$ cat src/rtl/vdrive_pkg.sv
`default_nettype none
// ============================================================================
// Module      : vdrive_pkg
// Description : Shared types and constants for the video drive / sprite draw
//               blocks: draw FSM state encoding, plane geometry, byte cost.
// Revision    : 1.0 - initial release
// ============================================================================
package vdrive_pkg;

    typedef enum logic [2:0] {
        ST_IDLE   = 3'd0,
        ST_FETCH  = 3'd1,
        ST_FWAIT  = 3'd2,
        ST_PIX_RD = 3'd3,
        ST_PIX_WR = 3'd4,
        ST_DONE   = 3'd5
    } draw_state_e;

    localparam int LORES_W     = 64;
    localparam int LORES_H     = 32;
    localparam int HIRES_W     = 128;
    localparam int HIRES_H     = 64;
    localparam int BYTE_CYCLES = 18;

    // Total sprite byte count; rows==0 selects the 16-row form (16x16 in hires).
    function automatic logic [5:0] sprite_bytes(input logic hires, input logic [3:0] rows);
        if (rows != 4'd0) begin
            return {2'b00, rows};
        end
        return hires ? 6'd32 : 6'd16;
    endfunction

endpackage
`default_nettype wire

$ cat src/rtl/vdraw_clip.sv
`default_nettype none
// ============================================================================
// Module      : vdraw_clip
// Description : Wraps the sprite origin into the active plane, adds the pixel
//               offset and flags pixels that fall past the right/bottom edge.
// Revision    : 1.0 - initial release
// ============================================================================
module vdraw_clip
    import vdrive_pkg::*;
(
    input  logic       hires_i,
    input  logic [6:0] org_x_i,
    input  logic [5:0] org_y_i,
    input  logic [3:0] dx_i,
    input  logic [3:0] dy_i,
    output logic [6:0] hpos_o,
    output logic [5:0] vpos_o,
    output logic       visible_o
);

    logic [6:0] w_org_x;
    logic [5:0] w_org_y;
    logic [7:0] w_sum_x;
    logic [6:0] w_sum_y;
    logic [7:0] w_width;
    logic [6:0] w_height;

    always_comb begin
        // Origin wraps; the offset added afterwards does not, so it can clip.
        w_org_x   = hires_i ? org_x_i : {1'b0, org_x_i[5:0]};
        w_org_y   = hires_i ? org_y_i : {1'b0, org_y_i[4:0]};
        w_width   = hires_i ? 8'(HIRES_W) : 8'(LORES_W);
        w_height  = hires_i ? 7'(HIRES_H) : 7'(LORES_H);
        w_sum_x   = {1'b0, w_org_x} + {4'b0000, dx_i};
        w_sum_y   = {1'b0, w_org_y} + {3'b000, dy_i};
        hpos_o    = w_sum_x[6:0];
        vpos_o    = w_sum_y[5:0];
        visible_o = (w_sum_x < w_width) && (w_sum_y < w_height);
    end

endmodule
`default_nettype wire

$ cat src/rtl/vdraw_sprite.sv
`default_nettype none
// ============================================================================
// Module      : vdraw_sprite
// Description : CHIP-8/SCHIP sprite draw engine: fetches sprite bytes and XORs
//               them pixel-serially into VRAM, reporting collision.
// Revision    : 1.0 - initial release
// ============================================================================
module vdraw_sprite
    import vdrive_pkg::*;
#(
    parameter int ADDR_W = 12
) (
    input  logic              clk,
    input  logic              reset,
    input  logic              hires,
    input  logic              start,
    input  logic [6:0]        draw_x,
    input  logic [5:0]        draw_y,
    input  logic [3:0]        rows,
    input  logic [ADDR_W-1:0] base_addr,
    input  logic [1:0]        plane_mask,
    output logic [ADDR_W-1:0] mem_addr,
    output logic              mem_rd,
    input  logic [7:0]        mem_data,
    output logic [6:0]        vram_hpos,
    output logic [5:0]        vram_vpos,
    input  logic [1:0]        vram_rdata,
    output logic              vram_we,
    output logic [1:0]        vram_wdata,
    output logic              busy,
    output logic              done,
    output logic              collision
);

    draw_state_e       state_q, state_d;
    logic              hires_q;
    logic              wide_q;
    logic [6:0]        x_q;
    logic [5:0]        y_q;
    logic [1:0]        mask_q;
    logic [ADDR_W-1:0] base_q;
    logic [5:0]        nbytes_q;
    logic [5:0]        byte_q;
    logic [2:0]        bit_q;
    logic [7:0]        data_q;
    logic              coll_acc_q;
    logic              collision_q;

    logic [3:0]        w_dx;
    logic [3:0]        w_dy;
    logic              w_visible;
    logic              w_pix_bit;
    logic              w_last_bit;
    logic              w_last_byte;
    logic              w_hit;
    logic              w_coll_now;

    // In 16-wide sprites the byte index interleaves left/right halves per row.
    assign w_dx = wide_q ? {byte_q[0], bit_q} : {1'b0, bit_q};
    assign w_dy = wide_q ? byte_q[4:1] : byte_q[3:0];

    vdraw_clip u_clip (
        .hires_i   (hires_q),
        .org_x_i   (x_q),
        .org_y_i   (y_q),
        .dx_i      (w_dx),
        .dy_i      (w_dy),
        .hpos_o    (vram_hpos),
        .vpos_o    (vram_vpos),
        .visible_o (w_visible)
    );

    assign w_pix_bit   = data_q[3'd7 - bit_q];
    assign w_last_bit  = (bit_q == 3'd7);
    assign w_last_byte = (byte_q == (nbytes_q - 6'd1));
    assign w_hit       = (state_q == ST_PIX_WR) && w_pix_bit && w_visible;
    assign w_coll_now  = w_hit && ((vram_rdata & mask_q) != 2'b00);

    assign vram_we    = w_hit && (mask_q != 2'b00);
    assign vram_wdata = vram_rdata ^ mask_q;
    assign mem_addr   = base_q + ADDR_W'(byte_q);
    assign mem_rd     = (state_q == ST_FETCH);
    assign busy       = (state_q != ST_IDLE);
    assign done       = (state_q == ST_DONE);
    assign collision  = collision_q;

    always_comb begin
        state_d = state_q;
        case (state_q)
            ST_IDLE:   if (start) state_d = ST_FETCH;
            ST_FETCH:  state_d = ST_FWAIT;
            ST_FWAIT:  state_d = ST_PIX_RD;
            ST_PIX_RD: state_d = ST_PIX_WR;
            ST_PIX_WR: begin
                if (!w_last_bit)      state_d = ST_PIX_RD;
                else if (w_last_byte) state_d = ST_DONE;
                else                  state_d = ST_FETCH;
            end
            ST_DONE:   state_d = ST_IDLE;
            default:   state_d = ST_IDLE;
        endcase
    end

    always_ff @(posedge clk) begin
        if (reset) begin
            state_q     <= ST_IDLE;
            hires_q     <= 1'b0;
            wide_q      <= 1'b0;
            x_q         <= '0;
            y_q         <= '0;
            mask_q      <= '0;
            base_q      <= '0;
            nbytes_q    <= '0;
            byte_q      <= '0;
            bit_q       <= '0;
            data_q      <= '0;
            coll_acc_q  <= 1'b0;
            collision_q <= 1'b0;
        end else begin
            state_q <= state_d;
            case (state_q)
                ST_IDLE: begin
                    if (start) begin
                        hires_q     <= hires;
                        wide_q      <= hires && (rows == 4'd0);
                        x_q         <= draw_x;
                        y_q         <= draw_y;
                        mask_q      <= plane_mask;
                        base_q      <= base_addr;
                        nbytes_q    <= sprite_bytes(hires, rows);
                        byte_q      <= '0;
                        bit_q       <= '0;
                        coll_acc_q  <= 1'b0;
                        collision_q <= 1'b0;
                    end
                end
                ST_FWAIT: data_q <= mem_data;
                ST_PIX_WR: begin
                    bit_q      <= bit_q + 3'd1;
                    coll_acc_q <= coll_acc_q | w_coll_now;
                    if (w_last_bit) begin
                        byte_q <= byte_q + 6'd1;
                        if (w_last_byte) begin
                            collision_q <= coll_acc_q | w_coll_now;
                        end
                    end
                end
                default: ;
            endcase
        end
    end

endmodule
`default_nettype wire
$ cat config.mk
export PLATFORM = sky130hd
export DESIGN_NAME = vdraw_sprite
export DESIGN_NICKNAME = d
export VERILOG_FILES = /design/src/rtl/vdrive_pkg.sv /design/src/rtl/vdraw_clip.sv /design/src/rtl/vdraw_sprite.sv
export SDC_FILE = /design/constraint.sdc
export NUM_CORES = 1
export LEC_CHECK = 0
export CAP_MARGIN = 20
export CORE_ASPECT_RATIO = 1.5
export CORE_MARGIN = 2
export CORE_UTILIZATION = 63
export CTS_CLUSTER_DIAMETER = 120
export DETAILED_ROUTE_END_ITERATION = 7
export DONT_BUFFER_PORTS = 1
export GPL_TIMING_DRIVEN = 0
export HOLD_SLACK_MARGIN = 0.08
export PLACE_DENSITY = 0.9
export SETUP_SLACK_MARGIN = 0.05
export SLEW_MARGIN = 30
export SYNTH_ARGS = -nofsm -noshare
export SYNTH_HDL_FRONTEND = slang
export SYNTH_SLANG_ARGS = --single-unit
$ cat constraint.sdc
create_clock -name clk -period 3.4 [get_ports clk]
set_input_delay 0.34 -clock clk [delete_from_list [all_inputs] [get_ports clk]]
set_output_delay 0.34 -clock clk [all_outputs]
set_load 0.005 [all_outputs]
==> metrics.yaml <==
synthesis:
  syn_nets: 475
  synth_area_leaders: "dfxtp_1 35%, nand2_1 9.5%, ha_1 8.5%"
  ys_ff_latch: 56
  postSynthCellCount: 405
  yosysWarnings: 0
  synth-seq-area-share_pct: 34.5
  synth_top_area_cell: "dfxtp_1"
  netlist_area_um2: 3250
  ys_types: 51
  avgSynthCellArea_um2: 8.02
  synth_top_area_share_pct: 34.5
sta:
  timing.final.crit_period_ns: 3.34
  finalMaxSlewViolations: 0
  tns_ns: 0
  setup_ws_ns: 0.0586
  setup_viol: 0
  rsz0062_at_grt: "yes"
  finalCritPeriodShare_pct: 98.3
  slew-limit-headroom_pct: 64.8
  fin_hold_ws_ns: 0.140
  final.setup_skew_ns: 0.0113
  fmax_mhz: 299
  hold_viol: 0
  worstMarginPinSlew_ns: 0.528
die:
  fp.dieArea_um2: 5760
  ios: 77
  initial_core_util_pct: 64.4
  core-area_um2: 5040
  rows: 32
  die_w_um: 62.6
  die_h_um: 91.9
place:
  gp_congestion: 0.868
  dp_slack_ns: 0.209
  dp.cells: 473
  io_buffers: 0
  hpwl_um: 5680
grt:
  grt_usage_pct: 26.9
  grt_start_max_net_pins: 19
  grt_pass1_vias: 2908
  grt-ovfl-total: 0
  grt_first_pass_wirelength_um: 12500
  antenna_found_initial: 0
cells_and_area:
  areaGrowthSynthToFinish_pct: 8.63
  final.fill_count: 417
  final_net_count: 487
  n_antenna_cell: 0
  drive_gt1_share_pct: 11.0
  stdcell_count: 486
drt:
  firstDrtPassIters: 4
  antenna_left: 0
  viasPerCell: 5.75
  vias: 2793
  route.detailed.drc: 0
  wl_per_cell_um: 15.9
  wl_um: 7710
  drt_iter0_drc: 95
worst_setup_path:
  required_ns: 3.06
  crit_path_end_kind: "output port"
  rrSetupSlack_ns: 0.33
  worstPathMaxFanout: 5
  critPathKind: "register to output port"
  startpoint_type: "register"
  crit_arrival_ns: 3.00
worst_hold_path:
  hp-class: "input port to register"
pwr:
  ir_drop_mv: 0.273
  p_leak_nw: 1.43
  powerDensity_nw_per_um2: 371
clock_tree:
  cts_tree: "yes"
  clock-root-buffer: "clkbuf_8"
  path_clk_slew_ns: 0.11
  clk_path_buf_depth: 2
  cts_hold_buffers: 0
  cts_max_level: 2
  clock_latency_ns: 0.32
  cts_buffers: 5
  clkSinkCount: 56
run_status:
  run_status: "complete, no violations"
run:
  max_cap_violations: 0
[final timing paths]
kind / from / to / cells after the start
setup / recovery: wide_q$_SDFFE_PP0P_ / vram_we / 14
hold reg to reg: base_q[5]$_SDFFE_PP0P_ / base_q[5]$_SDFFE_PP0P_ / 2
setup reg to reg: wide_q$_SDFFE_PP0P_ / collision$_SDFFE_PP0P_ / 16
hold / removal: base_addr[7] / base_q[7]$_SDFFE_PP0P_ / 2
[report_power, final]
group	switching, mW	total [mW]	internal [mW]
clock network	0.228	0.375	0.146
logic	0.132	0.214	0.0828
registers	0.0290	0.721	0.692
total	0.389	1.31	0.921
[final cells by class]
type	count	area, um^2	area share [%]
Clock buffer	5	68.8	1.95
Tap cell	68	85.1	2.41
Multi-Input combinational cell	304	1990	56.3
Clock inverter	3	23.8	0.674
Timing Repair Buffer	6	45.0	1.28
Sequential cell	56	1120	31.9
Buffer	22	110	3.12
Inverter	22	82.6	2.34
[state kept, by name, indices dropped and copies added, names as in the netlist]
name	count
base_q	12
data_q	8
x_q	7
byte_q	6
y_q	6
nbytes_q	5
bit_q	3
state_q	3
mask_q	2
coll_acc_q	1
collision	1
hires_q	1
wide_q	1
[Yosys cell counts, drive strengths merged]
cell type  instances
nand3              3
nor3              10
a2111oi            4
mux2               3
o31ai              1
dfxtp             56
fa                 3
nor2              30
xnor2             16
and4               1
nand2b             4
ha                22
a31oi              1
a311oi             2
a21boi             2
a211oi             3
nor3b              3
nand2             82
clkbuf            13
o221ai             3
o22ai              2
o21a               2
xor2              13
and2               3
a22o               1
buf               10
nor2b              7
a21o               4
a32oi              1
o21ai              9
or3                2
a21oi             43
inv               22
or4                1
a211o              1
o21ba              1
a22oi              1
nand4              3
or2                1
or3b               1
and3               4
mux2i             11
[per-layer routing]
layer | GRT usage (%) | routed length [um]
met3 | 4.54 | 337
met4 | 8.70 | 119
met5 | 0 | 0
met1 | 26.4 | 2860
met2 | 55.0 | 4390
[repair_timing]
item,CTS,global route
resized for setup,9,7
buffers inserted,4,2
pin swaps,5,7
endpoints found under the setup margin,1,1
[worst max-delay path, stage by stage (launching register included)]
cell,delay (ns)
dfxtp_2,0.33
buf_6,0.11
mux2_4,0.31
ha_4,0.17
inv_2,0.06
fa_2,0.21
nor2b_1,0.05
o21ai_1,0.13
nand2b_1,0.11
and4_1,0.19
ha_2,0.16
a211o_1,0.27
a311oi_2,0.25
nand4_1,0.18
nor2_2,0.15
[cells by family after synthesis]
kind of cell             after synthesis  share of synthesized area, %
AND/OR/NAND/NOR                      155                          21.5
AO/OA/AOI/OAI                         81                          15.6
flip-flops                            56                          34.5
buffers and inverters                 45                          5.86
XOR/XNOR                              29                          7.82
adder cells (fa/ha/maj)               25                          10.3
multiplexers                          14                          4.43
[through the flow]
| stage | area, um^2 | power (mW) | util, % |
|---|---|---|---|
| floorplan | 3250 | 0.893 | - |
| global placement | 3330 | 0.931 | 66.0 |
| detailed placement | 3330 | 0.941 | 66.0 |
| CTS | 3480 | 1.31 | 68.9 |
| global route | 3530 | 1.37 | 69.9 |
| finish | 3530 | 1.31 | 69.9 |
[layout by cell type, fill, tap and decap left out, drive strengths merged, types with 2 or more instances in the layout]
master and n:
or3 2, nor2b 7, nand2 82, nand2b 4, o221ai 3, a21boi 2, nor3b 3, inv 22
a211oi 3, and2 3, and3 4, ha 22, nand4 3, o21ai 9, a311oi 2, nor3 10
nor2 30, a2111oi 4, clkbuf 17, mux2i 11, xor2 13, buf 16, a21oi 43, a21o 4
xnor2 16, fa 3, clkinvlp 2, o21a 2, dfxtp 56, o22ai 2, nand3 3, mux2 3
Note: power is estimated with default switching activity, not from simulation.
